[src/rtl/goertzel_pkg.sv]
// Shared definitions for the Goertzel frame detector: state encoding and
// default widths used by the detector top and its hysteresis sub-block.
package goertzel_pkg;

    localparam int unsigned MAG_W_DEF       = 16;
    localparam int unsigned RUN_BITS_DEF    = 5;
    localparam int unsigned HOLD_FRAMES_DEF = 4;

    localparam int unsigned STATE_W = 2;

    // Frame FSM states
    localparam logic [STATE_W-1:0] ST_IDLE  = 2'd0;
    localparam logic [STATE_W-1:0] ST_ACCUM = 2'd1;
    localparam logic [STATE_W-1:0] ST_EVAL  = 2'd2;

endpackage

[src/rtl/mag_hysteresis.sv]
// On/off hysteresis with hold-off counter for the frame detector.
// Ports:
//   sys_clk, rst_n          clock, async active-low reset
//   eval_en                 high for the single EVAL cycle of a frame
//   peak, peak_bin          peak magnitude / bin of the frame being evaluated
//   thresh_on, thresh_off   assert (strict >) and sustain (>=) thresholds
//   detect, detect_bin      registered detection level and its bin index
module mag_hysteresis
    import goertzel_pkg::*;
#(
    parameter int unsigned MAG_W       = MAG_W_DEF,
    parameter int unsigned RUN_BITS    = RUN_BITS_DEF,
    parameter int unsigned HOLD_FRAMES = HOLD_FRAMES_DEF
) (
    input  logic                sys_clk,
    input  logic                rst_n,
    input  logic                eval_en,
    input  logic [MAG_W-1:0]    peak,
    input  logic [RUN_BITS-1:0] peak_bin,
    input  logic [MAG_W-1:0]    thresh_on,
    input  logic [MAG_W-1:0]    thresh_off,
    output logic                detect,
    output logic [RUN_BITS-1:0] detect_bin
);

    localparam int unsigned HOLD_W = (HOLD_FRAMES > 1) ? $clog2(HOLD_FRAMES) : 1;
    localparam logic [HOLD_W-1:0] HOLD_LAST = HOLD_W'(HOLD_FRAMES - 1);

    logic [HOLD_W-1:0]   hold_ctr;
    logic [HOLD_W-1:0]   hold_nxt;
    logic                detect_nxt;
    logic [RUN_BITS-1:0] bin_nxt;

    // Next detect state; only a frame evaluation may move it
    always_comb begin
        detect_nxt = detect;
        hold_nxt   = hold_ctr;
        bin_nxt    = detect_bin;
        if (eval_en) begin
            if (!detect) begin
                if (peak > thresh_on) begin
                    detect_nxt = 1'b1;
                    bin_nxt    = peak_bin;
                    hold_nxt   = '0;
                end
            end else if (peak >= thresh_off) begin
                hold_nxt = '0;
                bin_nxt  = peak_bin;
            end else if (hold_ctr == HOLD_LAST) begin
                detect_nxt = 1'b0;
                hold_nxt   = '0;
            end else begin
                hold_nxt = hold_ctr + HOLD_W'(1);
            end
        end
    end

    // Detect state registers
    always_ff @(posedge sys_clk or negedge rst_n) begin
        if (!rst_n) begin
            detect     <= 1'b0;
            detect_bin <= '0;
            hold_ctr   <= '0;
        end else begin
            detect     <= detect_nxt;
            detect_bin <= bin_nxt;
            hold_ctr   <= hold_nxt;
        end
    end

endmodule

[src/rtl/goertzel_mag_detector.sv]
// Frame-level magnitude detector behind the Goertzel manager: finds the peak
// bin and total energy per frame of num_runs bins, then applies hysteresis.
// Ports:
//   sys_clk, rst_n              clock, async active-low reset
//   mag_in, mag_rdy             per-bin magnitude and its one-cycle strobe
//   num_runs                    bins per frame, sampled at each frame start
//   thresh_on, thresh_off       hysteresis thresholds (used in EVAL)
//   peak_mag, peak_bin          peak of the last completed frame
//   total_energy                sum of all bins of the last completed frame
//   frame_done                  one-cycle pulse when frame outputs update
//   detect, detect_bin          hysteretic detection level and bin
module goertzel_mag_detector
    import goertzel_pkg::*;
#(
    parameter int unsigned MAG_W       = MAG_W_DEF,
    parameter int unsigned RUN_BITS    = RUN_BITS_DEF,
    parameter int unsigned HOLD_FRAMES = HOLD_FRAMES_DEF
) (
    input  logic                      sys_clk,
    input  logic                      rst_n,
    input  logic [MAG_W-1:0]          mag_in,
    input  logic                      mag_rdy,
    input  logic [RUN_BITS-1:0]       num_runs,
    input  logic [MAG_W-1:0]          thresh_on,
    input  logic [MAG_W-1:0]          thresh_off,
    output logic [MAG_W-1:0]          peak_mag,
    output logic [RUN_BITS-1:0]       peak_bin,
    output logic [MAG_W+RUN_BITS-1:0] total_energy,
    output logic                      frame_done,
    output logic                      detect,
    output logic [RUN_BITS-1:0]       detect_bin
);

    localparam int unsigned ACC_W = MAG_W + RUN_BITS;

    logic [STATE_W-1:0]  state;
    logic [STATE_W-1:0]  state_nxt;
    logic                in_eval;
    logic                frame_start;
    logic                bin_accum;
    logic [RUN_BITS-1:0] frames_len;
    logic [RUN_BITS-1:0] bin_ctr;
    logic [RUN_BITS-1:0] bin_ctr_inc;
    logic [RUN_BITS-1:0] cur_bin;
    logic [MAG_W-1:0]    cur_peak;
    logic [ACC_W-1:0]    acc;

    // EVAL accepts a new frame's bin 0 exactly like IDLE so no strobe is lost
    assign in_eval     = (state == ST_EVAL);
    assign frame_start = mag_rdy && (num_runs != '0) && ((state == ST_IDLE) || in_eval);
    assign bin_accum   = mag_rdy && (state == ST_ACCUM);
    assign bin_ctr_inc = bin_ctr + RUN_BITS'(1);

    // State register
    always_ff @(posedge sys_clk or negedge rst_n) begin
        if (!rst_n) begin
            state <= ST_IDLE;
        end else begin
            state <= state_nxt;
        end
    end

    // Next-state logic
    always_comb begin
        state_nxt = state;
        case (state)
            ST_IDLE, ST_EVAL: begin
                if (frame_start) begin
                    state_nxt = (num_runs == RUN_BITS'(1)) ? ST_EVAL : ST_ACCUM;
                end else begin
                    state_nxt = ST_IDLE;
                end
            end
            ST_ACCUM: begin
                if (bin_accum && (bin_ctr_inc == frames_len)) begin
                    state_nxt = ST_EVAL;
                end
            end
            default: state_nxt = ST_IDLE;
        endcase
    end

    // Peak search and energy accumulation; strict > keeps the lowest bin on ties
    always_ff @(posedge sys_clk or negedge rst_n) begin
        if (!rst_n) begin
            frames_len <= '0;
            bin_ctr    <= '0;
            cur_bin    <= '0;
            cur_peak   <= '0;
            acc        <= '0;
        end else if (frame_start) begin
            frames_len <= num_runs;
            bin_ctr    <= RUN_BITS'(1);
            cur_bin    <= '0;
            cur_peak   <= mag_in;
            acc        <= ACC_W'(mag_in);
        end else if (bin_accum) begin
            bin_ctr <= bin_ctr_inc;
            acc     <= acc + ACC_W'(mag_in);
            if (mag_in > cur_peak) begin
                cur_peak <= mag_in;
                cur_bin  <= bin_ctr;
            end
        end
    end

    // Frame result registers, loaded during EVAL
    always_ff @(posedge sys_clk or negedge rst_n) begin
        if (!rst_n) begin
            peak_mag     <= '0;
            peak_bin     <= '0;
            total_energy <= '0;
            frame_done   <= 1'b0;
        end else begin
            frame_done <= in_eval;
            if (in_eval) begin
                peak_mag     <= cur_peak;
                peak_bin     <= cur_bin;
                total_energy <= acc;
            end
        end
    end

    mag_hysteresis #(
        .MAG_W       (MAG_W),
        .RUN_BITS    (RUN_BITS),
        .HOLD_FRAMES (HOLD_FRAMES)
    ) u_hyst (
        .sys_clk    (sys_clk),
        .rst_n      (rst_n),
        .eval_en    (in_eval),
        .peak       (cur_peak),
        .peak_bin   (cur_bin),
        .thresh_on  (thresh_on),
        .thresh_off (thresh_off),
        .detect     (detect),
        .detect_bin (detect_bin)
    );

endmodule

[config.mk]
export PLATFORM = sky130hd
export DESIGN_NAME = goertzel_mag_detector
export DESIGN_NICKNAME = d
export VERILOG_FILES = /design/src/rtl/goertzel_pkg.sv /design/src/rtl/mag_hysteresis.sv /design/src/rtl/goertzel_mag_detector.sv
export SDC_FILE = /design/constraint.sdc
export NUM_CORES = 1
export LEC_CHECK = 0
export ABC_AREA = 1
export CAP_MARGIN = 15
export CORE_MARGIN = 2
export CORE_UTILIZATION = 44
export DETAILED_ROUTE_END_ITERATION = 12
export PLACE_DENSITY = 0.7
export SYNTH_ARGS = -nofsm -noshare
export SYNTH_HDL_FRONTEND = slang
export SYNTH_SLANG_ARGS = --single-unit
[constraint.sdc]
create_clock -name sys_clk -period 1.75 [get_ports sys_clk]
set_clock_uncertainty 0.1 [all_clocks]
set_input_delay 0.2625 -clock sys_clk [delete_from_list [all_inputs] [get_ports sys_clk]]
set_output_delay 0.2625 -clock sys_clk [all_outputs]
set_load 0.03 [all_outputs]
==> metrics.txt, run 1 <==
area of the multi-input gates 4260 sq um; ANT cells 0; mean post-synth cell area 7.72 sq um; max-cap violation count 0; insertion delay to the later sink of the worst-skew pair 370 ps; yosys warns 0; Final Max Slew Viols 0; drt wl/cell 15.2 microns; Crit Path Max Fanout 3; vias in the first global route around 6400; cts bufs inserted 9; dominant cell type by area after synthesis dfrtp_1; First DRT Iteration DRCs 300; P_leak 5.11 nW; Fin Hold WS 240 ps; initial antenna violation count 0; Tot GR Track Use 24.2%; Fin. Hold Viols 0; share of cells above drive strength 1 29.1%; post-synthesis cell count about 830; I/O Pins between 100 and 150; die area between 15000 and 20000 sq um; net count after synthesis 957; RSZ-0062 raised after global routing true; fin cells 1249; CTS Sinks 105; DP HPWL 13300 microns; Total Nets Final 1183; status finished with violations; first-pass GRT wire length 30400 microns; Die Span Y ~120 microns; synthesized cell area 6440 sq um; failing checks negative setup slack; Initial Util between 40% and 50%; aggregate global routing overflow 0; max-slew headroom at the worst pin 72.3%; R2R depth 12; CTS Buffer Depth 2; TritonRoute pass-1 iters 5; routed vias/inst 5.11; Layout area overhead 53.5%; final worst slack -235 ps; gpl congestion a little under 0.9; unique cell type count in the Yosys netlist 37; sequential cell area 2630 sq um; top post-synthesis cells by area dfrtp_1 41%, nand2_1 16%, ha_1 13%; CP Data Arrival Time 2150 ps; achievable frequency slightly above 500 MHz; Period Utilization, post-route 113%; fill cell count between 1000 and 1500; IO buf count between 100 and 150; Core ar. 14400 sq um; clock-pin slew on the worst setup and hold paths 70 ps; Max H-tree Level 3; Die X 125 microns; Hold Path Class in -> async; final antenna-violating net count 0; peak supply drop 0.000882 V; critical path endpoint category flip-flop; min Tclk post-route 1980 ps; Inst Count DP 1208; row count 44; vias about 6400; register area share after synthesis approximately two fifths; WP data required 1910 ps; Post-route DRC 0; Pwr Density around 1700 nW/um^2; CTS tree built; #FFs+latches synth roughly 110; Routed WL around 19000 microns; CP Launch Type flip-flop; Clock Tree Root clkbuf_16; setup violators final 39; largest net degree at the start of global routing 50; Post-synth ARST share 100%; Worst Tran Pin Value 416 ps; number of synthesized flops with an enable pin 0; area share of the largest cell type after synthesis 40.8%; worst setup path class reg -> reg; Top FF cell, synth dfrtp_1
-- kinds of logic (layout without fill, tap and decap cells) --
kind of cell	count (synthesis)	after routing	synth area share (%)
compound gates	132	132	11.6
fa+ha+maj	67	67	13.1
buf+inv	121	352	7.42
xor+xnor	12	12	1.63
simple gates	397	397	25.4
flops	105	105	40.8
-- synthesized netlist by cell type (2+ instances only) --
library cell,instances
nand2_1,266
dfrtp_1,105
inv_1,94
ha_1,66
nand3_1,54
nor2_1,52
o21ai_0,50
a21oi_1,43
o21ai_1,13
nand4_1,11
clkbuf_1,8
xnor2_1,8
buf_2,7
o221ai_1,7
inv_2,5
buf_1,4
nor3_1,4
o211ai_1,4
o21a_1,4
o21bai_1,4
xor2_1,4
nand2_2,3
a21o_1,2
buf_4,2
nor3_2,2
-- per-stage QoR --
| stage | TNS [ps] | area (sq um) | power, mW | util, % | worst slack (ps) |
|---|---|---|---|---|---|
| after global placement | -27350 | 8500 | 12.4 | 58.9 | -671 |
| after detailed placement | -28030 | 8500 | 12.6 | 58.9 | -693 |
| final | -6650 | 9880 | 17.0 | 68.5 | -235 |
| after CTS | -4620 | 9380 | 15.8 | 65.0 | -165 |
| after floorplan | -580 | 6470 | 9.06 | - | -44.7 |
| after global routing | -11690 | 9880 | 18.3 | 68.5 | -354 |
-- path summary, 6_finish.rpt --
path	start	to	slack, ps
worst max-delay path	acc[0]$_DFFE_PN0P_	acc[18]$_DFFE_PN0P_	-230
worst min-delay path	rst_n	total_energy[14]$_DFFE_PN0P_	240
worst max register to register	acc[0]$_DFFE_PN0P_	acc[18]$_DFFE_PN0P_	-230
worst min register to register	total_energy[20]$_DFFE_PN0P_	total_energy[20]$_DFFE_PN0P_	370
max in group asynchronous	rst_n	cur_peak[2]$_DFFE_PN0P_	760
min in group sys_clk	mag_in[0]	cur_peak[0]$_DFFE_PN0P_	270
-- cell usage in the layout (no fill, tap or decap), drive strengths merged, types with 40 or more instances in the layout --
cell,netlist,layout
nand2,270,270
dfrtp,105,105
buf,14,133
ha,66,66
a21oi,44,44
o21ai,63,63
nand3,54,54
nor2,53,53
inv,99,104
clkdlybuf4s50,0,40
dlygate4sd2,0,57
-- what timing repair did --
action,in CTS,in global routing
buffers inserted,17,9
hold buffers,1,0
setup endpoints to repair,88,55
gates resized for setup,159,94
pin swaps,45,37
endpoints found under the hold margin,21,0
gates cloned,1,0
-- power by group --
part,switching (mW),internal [mW]
logic,5.93,4.75
clock network,1.02,1.14
registers,0.745,3.37
total,7.69,9.26
-- flip-flops by register name, summed over array words and instances, names as in the netlist, 2 cells and up --
name               flops
acc                   21
total_energy          21
cur_peak              16
peak_mag              16
bin_ctr                5
cur_bin                5
frames_len             5
peak_bin               5
u_hyst.detect_bin      5
state                  2
u_hyst.hold_ctr        2
-- layer usage --
layer | track usage [%] | wire [microns]
met5 | 0 | 0
met4 | 8.95 | 500
met1 | 31.1 | 8600
met2 | 41.6 | 9210
met3 | 3.77 | 707
-- worst max-delay path, cell delays in order (launching register included) --
cell and delay (ps):
dfrtp_1 410, ha_4 180, fa_2 360, nand3_2 100, nand2_4 70, nand2_2 80, nand2_2 60, nand2_2 100
nand2_4 80, nand3_2 80, nand2_2 80, a21oi_2 140, nor2_1 50
-- area by class of cell --
| class | instances | area share, % |
|---|---|---|
| multi-input combinational | 608 | 43.1 |
| sequential | 105 | 26.6 |
| timing repair buffer | 237 | 21.0 |
| inverter | 99 | 3.79 |
| tap | 184 | 2.33 |
| clock buffer | 9 | 2.28 |
| clock inverter | 7 | 0.848 |
Power figures use the tool's default switching activity.
==> run 2, diff against run 1 <==
--- a/config.mk
+++ b/config.mk
@@ -9,8 +9,10 @@
 export CAP_MARGIN = 15
 export CORE_MARGIN = 2
 export CORE_UTILIZATION = 44
+export CTS_BUF_LIST = sky130_fd_sc_hd__clkbuf_8
 export DETAILED_ROUTE_END_ITERATION = 12
 export PLACE_DENSITY = 0.7
+export REMOVE_ABC_BUFFERS = 1
 export SYNTH_ARGS = -nofsm -noshare
 export SYNTH_HDL_FRONTEND = slang
 export SYNTH_SLANG_ARGS = --single-unit
==> constraint.sdc (replaced) <==
create_clock -name sys_clk -period 1.75 [get_ports sys_clk]
set_clock_uncertainty 0.1 [all_clocks]
set_input_delay 0.525 -clock sys_clk [delete_from_list [all_inputs] [get_ports sys_clk]]
set_output_delay 0.525 -clock sys_clk [all_outputs]
set_load 0.03 [all_outputs]
==> metrics.txt, run 2 (synthesis results as in run 1) <==
Layout area overhead 63.1% (was 53.5%); Fin Hold WS 270 ps (was 240 ps); initial antenna violation count 0 (unchanged); Largest stage delay, worst path 400 ps (was 410 ps); max-cap violation count 0 (unchanged); row count 44 (unchanged); first-pass GRT wire length 31300 microns (was 30400 microns); peak supply drop 0.000770 V (was 0.000882 V); largest net degree at the start of global routing 39 (was 50); worst-path cell chain inv_2, ha_4, nand4_1, nor3_4, buf_6, a31oi_4, nand2_4, buf_12, buf_8, nand3_1, nand2_2 (was ha_4, fa_2, nand3_2, nand2_4, nand2_2, nand2_2, nand2_2, nand2_4, nand3_2, nand2_2, a21oi_2, nor2_1); CTS Buffer Depth 2 (unchanged); Pwr Density 1720 nW/um^2 (about the same); final worst slack -363 ps (was -235 ps); vias in the first global route 6591 (was 6363); FF-to-FF Start cur_peak[14]$_DFFE_PN0P_ (was acc[0]$_DFFE_PN0P_); CP max stage cell dfrtp_1 (unchanged); Final Max Slew Viols 0 (unchanged); gpl congestion 0.870 (was 0.883); CTS Sinks 105 (unchanged); aggregate global routing overflow 0 (unchanged); Post-route DRC 0 (unchanged); min Tclk post-route 2110 ps (was 1980 ps); Core ar. 14400 sq um (unchanged); Die Span Y 125 microns (unchanged); Die X 125 microns (unchanged); CP Launch Type flip-flop (unchanged); Fin. Hold Viols 0 (unchanged); Inst Count DP 1190 (was 1208); cts bufs inserted 9 (unchanged); Crit Path Max Fanout 5 (was 3); setup violators final 43 (was 39); Period Utilization, post-route 121% (was 113%); Routed WL 21300 microns (was 19000 microns); insertion delay to the later sink of the worst-skew pair 400 ps (was 370 ps); achievable frequency 473 MHz (was 504 MHz); Worst Tran Pin Value 486 ps (was 416 ps); P_leak 5.13 nW (was 5.11 nW); share of cells above drive strength 1 41.1% (was 29.1%); IO buf count 104 (unchanged); fin cells 1243 (was 1249); dpl ws -927 ps (was -693 ps); DP HPWL 12900 microns (was 13300 microns); TritonRoute pass-1 iters 6 (was 5); critical path endpoint category flip-flop (unchanged); Initial Util 44.6% (unchanged); CP Data Arrival Time 2360 ps (was 2150 ps); max-slew headroom at the worst pin 67.6% (was 72.3%); hold path start mag_in[0]; ANT cells 0 (unchanged); Total Nets Final 1177 (was 1183); fill cell count 918 (was 1158); status finished with violations (unchanged); clock-pin slew on the worst setup and hold paths 120 ps (was 70 ps); leading cell types in the layout, fill and taps excluded 200 x nand2_1, 101 x dfrtp_1, 95 x buf_4 (was 230 x nand2_1, 119 x buf_4, 101 x dfrtp_1); I/O Pins 105 (unchanged); final antenna-violating net count 0 (unchanged); commonest non-fill, non-tap cell in the layout nand2_1 (unchanged); WP data required 2000 ps (was 1910 ps); failing checks negative setup slack (unchanged); die area 15600 sq um (unchanged); CTS tree built (unchanged); Tot GR Track Use 24.5% (was 24.2%); biggest regs acc (21), total_energy (21) (unchanged); Max H-tree Level 3 (unchanged); Hold Path Class in -> reg (was in -> async); Clock Tree Root clkbuf_8 (was clkbuf_16); drt wl/cell 17.1 microns (was 15.2 microns); routed vias/inst 5.40 (was 5.11); fin util 72.8% (was 68.5%); Crit. Startpoint cur_peak[14]$_DFFE_PN0P_ (was acc[0]$_DFFE_PN0P_); worst setup path class reg -> reg (unchanged); First DRT Iteration DRCs 515 (was 300); vias 6717 (was 6380); RSZ-0062 raised after global routing true (unchanged)
-- run 2: changes by cell type in the layout (fill, tap and decap cells not counted), moves of 9 or more --
cell             delta
dlygate4sd2_1      -52
clkdlybuf4s15_2    +43
nand2_1            -30
buf_4              -24
nand2_2            +17
ha_1               -15
clkdlybuf4s50_1    -14
ha_4               +14
buf_12             +13
buf_6              +12
nand2_4            +12
a21oi_2             +9
clkbuf_8            +9
-- run 2: path summary, 6_finish.rpt --
path / cells past startpoint / endpoint / slack (ps)
setup / recovery: 11 / cur_peak[13]$_DFFE_PN0P_ / -360
hold / removal: 3 / cur_peak[0]$_DFFE_PN0P_ / 270
setup reg to reg: 11 / cur_peak[13]$_DFFE_PN0P_ / -360
hold reg to reg: 2 / peak_bin[3]$_DFFE_PN0P_ / 390
max in group asynchronous: 3 / cur_peak[4]$_DFFE_PN0P_ / 410
min in group asynchronous: 2 / total_energy[10]$_DFFE_PN0P_ / 520
-- run 2: layout make-up --
class | instances | area [sq um] | share of cell area, %
Sequential cell | 105 | 2630 | 25.1
Tap cell | 184 | 230 | 2.19
Clock inverter | 7 | 78.8 | 0.751
Multi-Input combinational cell | 609 | 4710 | 44.8
Clock buffer | 9 | 124 | 1.18
Timing Repair Buffer | 230 | 2340 | 22.3
Inverter | 99 | 389 | 3.71
-- run 2: layer usage --
metal | global-route usage [%] | wire (microns) | vias to the layer above
met1 | 32.0 | 9060 | 3214
met3 | 4.02 | 1130 | 71
li1 | - | - | 3170
met4 | 9.22 | 818 | 0
met5 | 0 | 0 | -
met2 | 41.3 | 10300 | 262
-- run 2: repair_timing --
action / CTS / global route
endpoints found under the hold margin: 14 / 0
hold buffers: 1 / 0
resized for setup: 299 / 183
gates cloned: 2 / 2
pin swaps: 73 / 103
setup buffers: 22 / 15
endpoints found under the setup margin: 90 / 60
-- run 2: per-stage QoR --
step                setup TNS (ps)  power, mW  instance area (sq um)
floorplan                   -34920       8.85                   6330
global placement            -42040       12.3                   8420
detailed placement          -43550       12.4                   8420
CTS                          -9160       15.7                   9610
global route                -15420       19.3                  10500
finish                      -10680       18.0                  10500
-- run 2: report_power, final --
| part | internal [mW] | switching, mW | total, mW |
|---|---|---|---|
| combinational | 5.58 | 6.68 | 12.3 |
| sequential | 3.37 | 0.833 | 4.20 |
| clock | 0.577 | 1.01 | 1.59 |
| total | 9.52 | 8.52 | 18.0 |
-- run 2: critical path: cells and delay by family (launching register included) --
| family | cells | cell delay (ps) |
|---|---|---|
| AO/OA/AOI/OAI | 1 | 100 |
| AND/OR/NAND/NOR | 5 | 740 |
| flip-flops | 1 | 400 |
| buffers and inverters | 4 | 470 |
| adder cells (fa/ha/maj) | 1 | 260 |
==> run 3, diff against run 2 <==
--- a/config.mk
+++ b/config.mk
@@ -8,10 +8,9 @@
 export ABC_AREA = 1
 export CAP_MARGIN = 15
 export CORE_MARGIN = 2
-export CORE_UTILIZATION = 44
+export CORE_UTILIZATION = 35
 export CTS_BUF_LIST = sky130_fd_sc_hd__clkbuf_8
 export DETAILED_ROUTE_END_ITERATION = 12
-export PLACE_DENSITY = 0.7
 export REMOVE_ABC_BUFFERS = 1
 export SYNTH_ARGS = -nofsm -noshare
 export SYNTH_HDL_FRONTEND = slang
==> metrics.txt, run 3 (synthesis results as in run 1) <==
commonest non-fill, non-tap cell in the layout nand2_1 (unchanged); final worst slack -262 ps (was -363 ps); Crit Path Max Fanout 5 (unchanged); routed vias/inst 4.94 (was 5.40); max-cap violation count 0 (unchanged); failing checks negative setup slack (unchanged); max-slew headroom at the worst pin 71.2% (was 67.6%); CTS Sinks 105 (unchanged); row count 49 (was 44); Initial Util 35.7% (was 44.6%); Die X 140 microns (was 125 microns); I/O Pins 105 (unchanged); CP Data Arrival Time 2270 ps (was 2360 ps); Die Span Y 140 microns (was 125 microns); min Tclk post-route 2010 ps (was 2110 ps); initial antenna violation count 0 (unchanged); biggest regs acc (21), total_energy (21) (unchanged); fin util 56.9% (was 72.8%); RSZ-0062 raised after global routing true (unchanged); TritonRoute pass-1 iters 4 (was 6); Period Utilization, post-route 115% (was 121%); Routed WL 19500 microns (was 21300 microns); share of cells above drive strength 1 40.4% (was 41.1%); CP Launch Type input port (was flip-flop); Core ar. 18000 sq um (was 14400 sq um); delay-heaviest family, CP simple AND/OR/NAND/NOR gates (unchanged); WP data required 2000 ps (about the same); DP HPWL 13300 microns (was 12900 microns); ANT cells 0 (unchanged); Max H-tree Level 3 (unchanged); total power 17.4 mW (was 18.0 mW); Bufs and invs on worst path 3 (was 4); worst setup path class in -> reg (was reg -> reg); aggregate global routing overflow 0 (unchanged); placed cell area 8540 sq um (was 8420 sq um); achievable frequency 497 MHz (was 473 MHz); P_leak 5.03 nW (was 5.13 nW); Worst Tran Pin Value 429 ps (was 486 ps); cts bufs inserted 9 (unchanged); first-pass GRT wire length 30500 microns (was 31300 microns); CTS tree built (unchanged); vias in the first global route 6277 (was 6591); post-layout instance area 10300 sq um (was 10500 sq um); gpl congestion 0.845 (was 0.870); Pwr Density 1700 nW/um^2 (was 1720 nW/um^2); First DRT Iteration DRCs 293 (was 515); leading cell types in the layout, fill and taps excluded 216 x nand2_1, 106 x buf_4, 97 x dfrtp_1 (was 200 x nand2_1, 101 x dfrtp_1, 95 x buf_4); die area 19500 sq um (was 15600 sq um); Hold Path Class in -> async (was in -> reg); largest net degree at the start of global routing 74 (was 39); IO buf count 104 (unchanged); Final Max Slew Viols 0 (unchanged); Layout area overhead 59.5% (was 63.1%); Largest stage delay, worst path 470 ps (was 400 ps); setup violators final 40 (was 43); CP max stage cell clkdlybuf4s50_1 (was dfrtp_1); insertion delay to the later sink of the worst-skew pair 400 ps (about the same); Fin. Hold Viols 0 (unchanged); CTS Buffer Depth 2 (unchanged); Clock Tree Root clkbuf_8 (unchanged); Post-route DRC 0 (unchanged); vias 6340 (was 6717); Total Nets Final 1173 (was 1177); critical path endpoint category flip-flop (unchanged); clock-pin slew on the worst setup and hold paths 120 ps (about the same); worst-path cell chain clkdlybuf4s50_1, inv_2, ha_4, nand2_4, nor3_4, nand3_2, nand3_2, nand2_2, nand2_4, buf_6, nand3_2, nand2_1 (was inv_2, ha_4, nand4_1, nor3_4, buf_6, a31oi_4, nand2_4, buf_12, buf_8, nand3_1, nand2_2); drt wl/cell 15.2 microns (was 17.1 microns); status finished with violations (unchanged); most used cell, CP nand3_2; final antenna-violating net count 0 (unchanged); peak supply drop 0.000728 V (was 0.000770 V); Tot GR Track Use 19.3% (was 24.5%)
run 3: changes by cell type in the layout (fill, tap and decap cells not counted), moves of 6 or more:
cell	before	now
buf_12	17	23
buf_2	3	22
buf_4	95	106
buf_6	21	11
clkdlybuf4s15_2	43	18
dlygate4sd2_1	5	16
inv_1	80	73
inv_2	15	22
nand2_1	200	216
nand2_2	45	34
nand3_1	20	13
nand3_2	30	39
run 3: worst paths after layout:
check / startpoint / end / slack [ps] / cells past startpoint
max: thresh_off[15] / u_hyst.detect_bin[1]$_DFFE_PN0P_ / -260 / 12
min: rst_n / state[0]$_DFFE_PN0P_ / 30 / 2
max reg2reg: cur_peak[3]$_DFFE_PN0P_ / u_hyst.detect_bin[1]$_DFFE_PN0P_ / -240 / 13
min reg2reg: bin_ctr[4]$_DFFE_PN0P_ / cur_bin[4]$_DFFE_PN0P_ / 380 / 2
max in group asynchronous: rst_n / cur_peak[3]$_DFFE_PN0P_ / 1170 / 2
min in group sys_clk: bin_ctr[4]$_DFFE_PN0P_ / cur_bin[4]$_DFFE_PN0P_ / 380 / 2
run 3: what timing repair did:
item,in CTS,in global routing
pin swaps,96,76
cloned,3,0
hold buffers,0,0
endpoints found under the setup margin,78,69
buffers inserted,12,19
resized for setup,321,153
run 3: cell type report:
type / count / area [sq um]
clock inverter: 7 / 81.3
fill: 1599 / 7760
timing repair buffer: 226 / 2140
sequential: 105 / 2640
multi-input combinational: 609 / 4620
inverter: 99 / 383
clock buffer: 9 / 124
tap: 229 / 287
run 3: worst register-to-register path: cells and delay by family (launching register included):
family                     cells  cell delay [ps]
AOI/OAI and AO/OA              1              170
buffers and inverters          2              290
and+or+nand+nor                9              670
DFF                            1              460
adders and majority gates      1              230
run 3: routing by layer:
metal  GRT usage [%]  share of wire (%)  vias to the layer above
li1                -                  -                     3160
met1            25.6                 45                     3021
met2            32.5                 48                      130
met3            3.30                4.4                       29
met4            5.89                2.3                        0
met5               0                  0                        -
run 3: stage by stage:
step,instances,worst slack [ps],hold slack [ps],setup TNS [ps]
after floorplan,812,-429,129,-34920
after global placement,1234,-889,360,-42550
after detailed placement,1234,-924,362,-43930
after CTS,1265,-254,39.7,-7130
after global routing,1284,-327,59.7,-10700
final,1284,-262,28.2,-7150
run 3: report_power, final:
part           switching (mW)  total (mW)  internal (mW)
registers               0.874        4.25           3.38
clock network            1.02        1.59          0.575
logic                    6.20        11.6           5.38
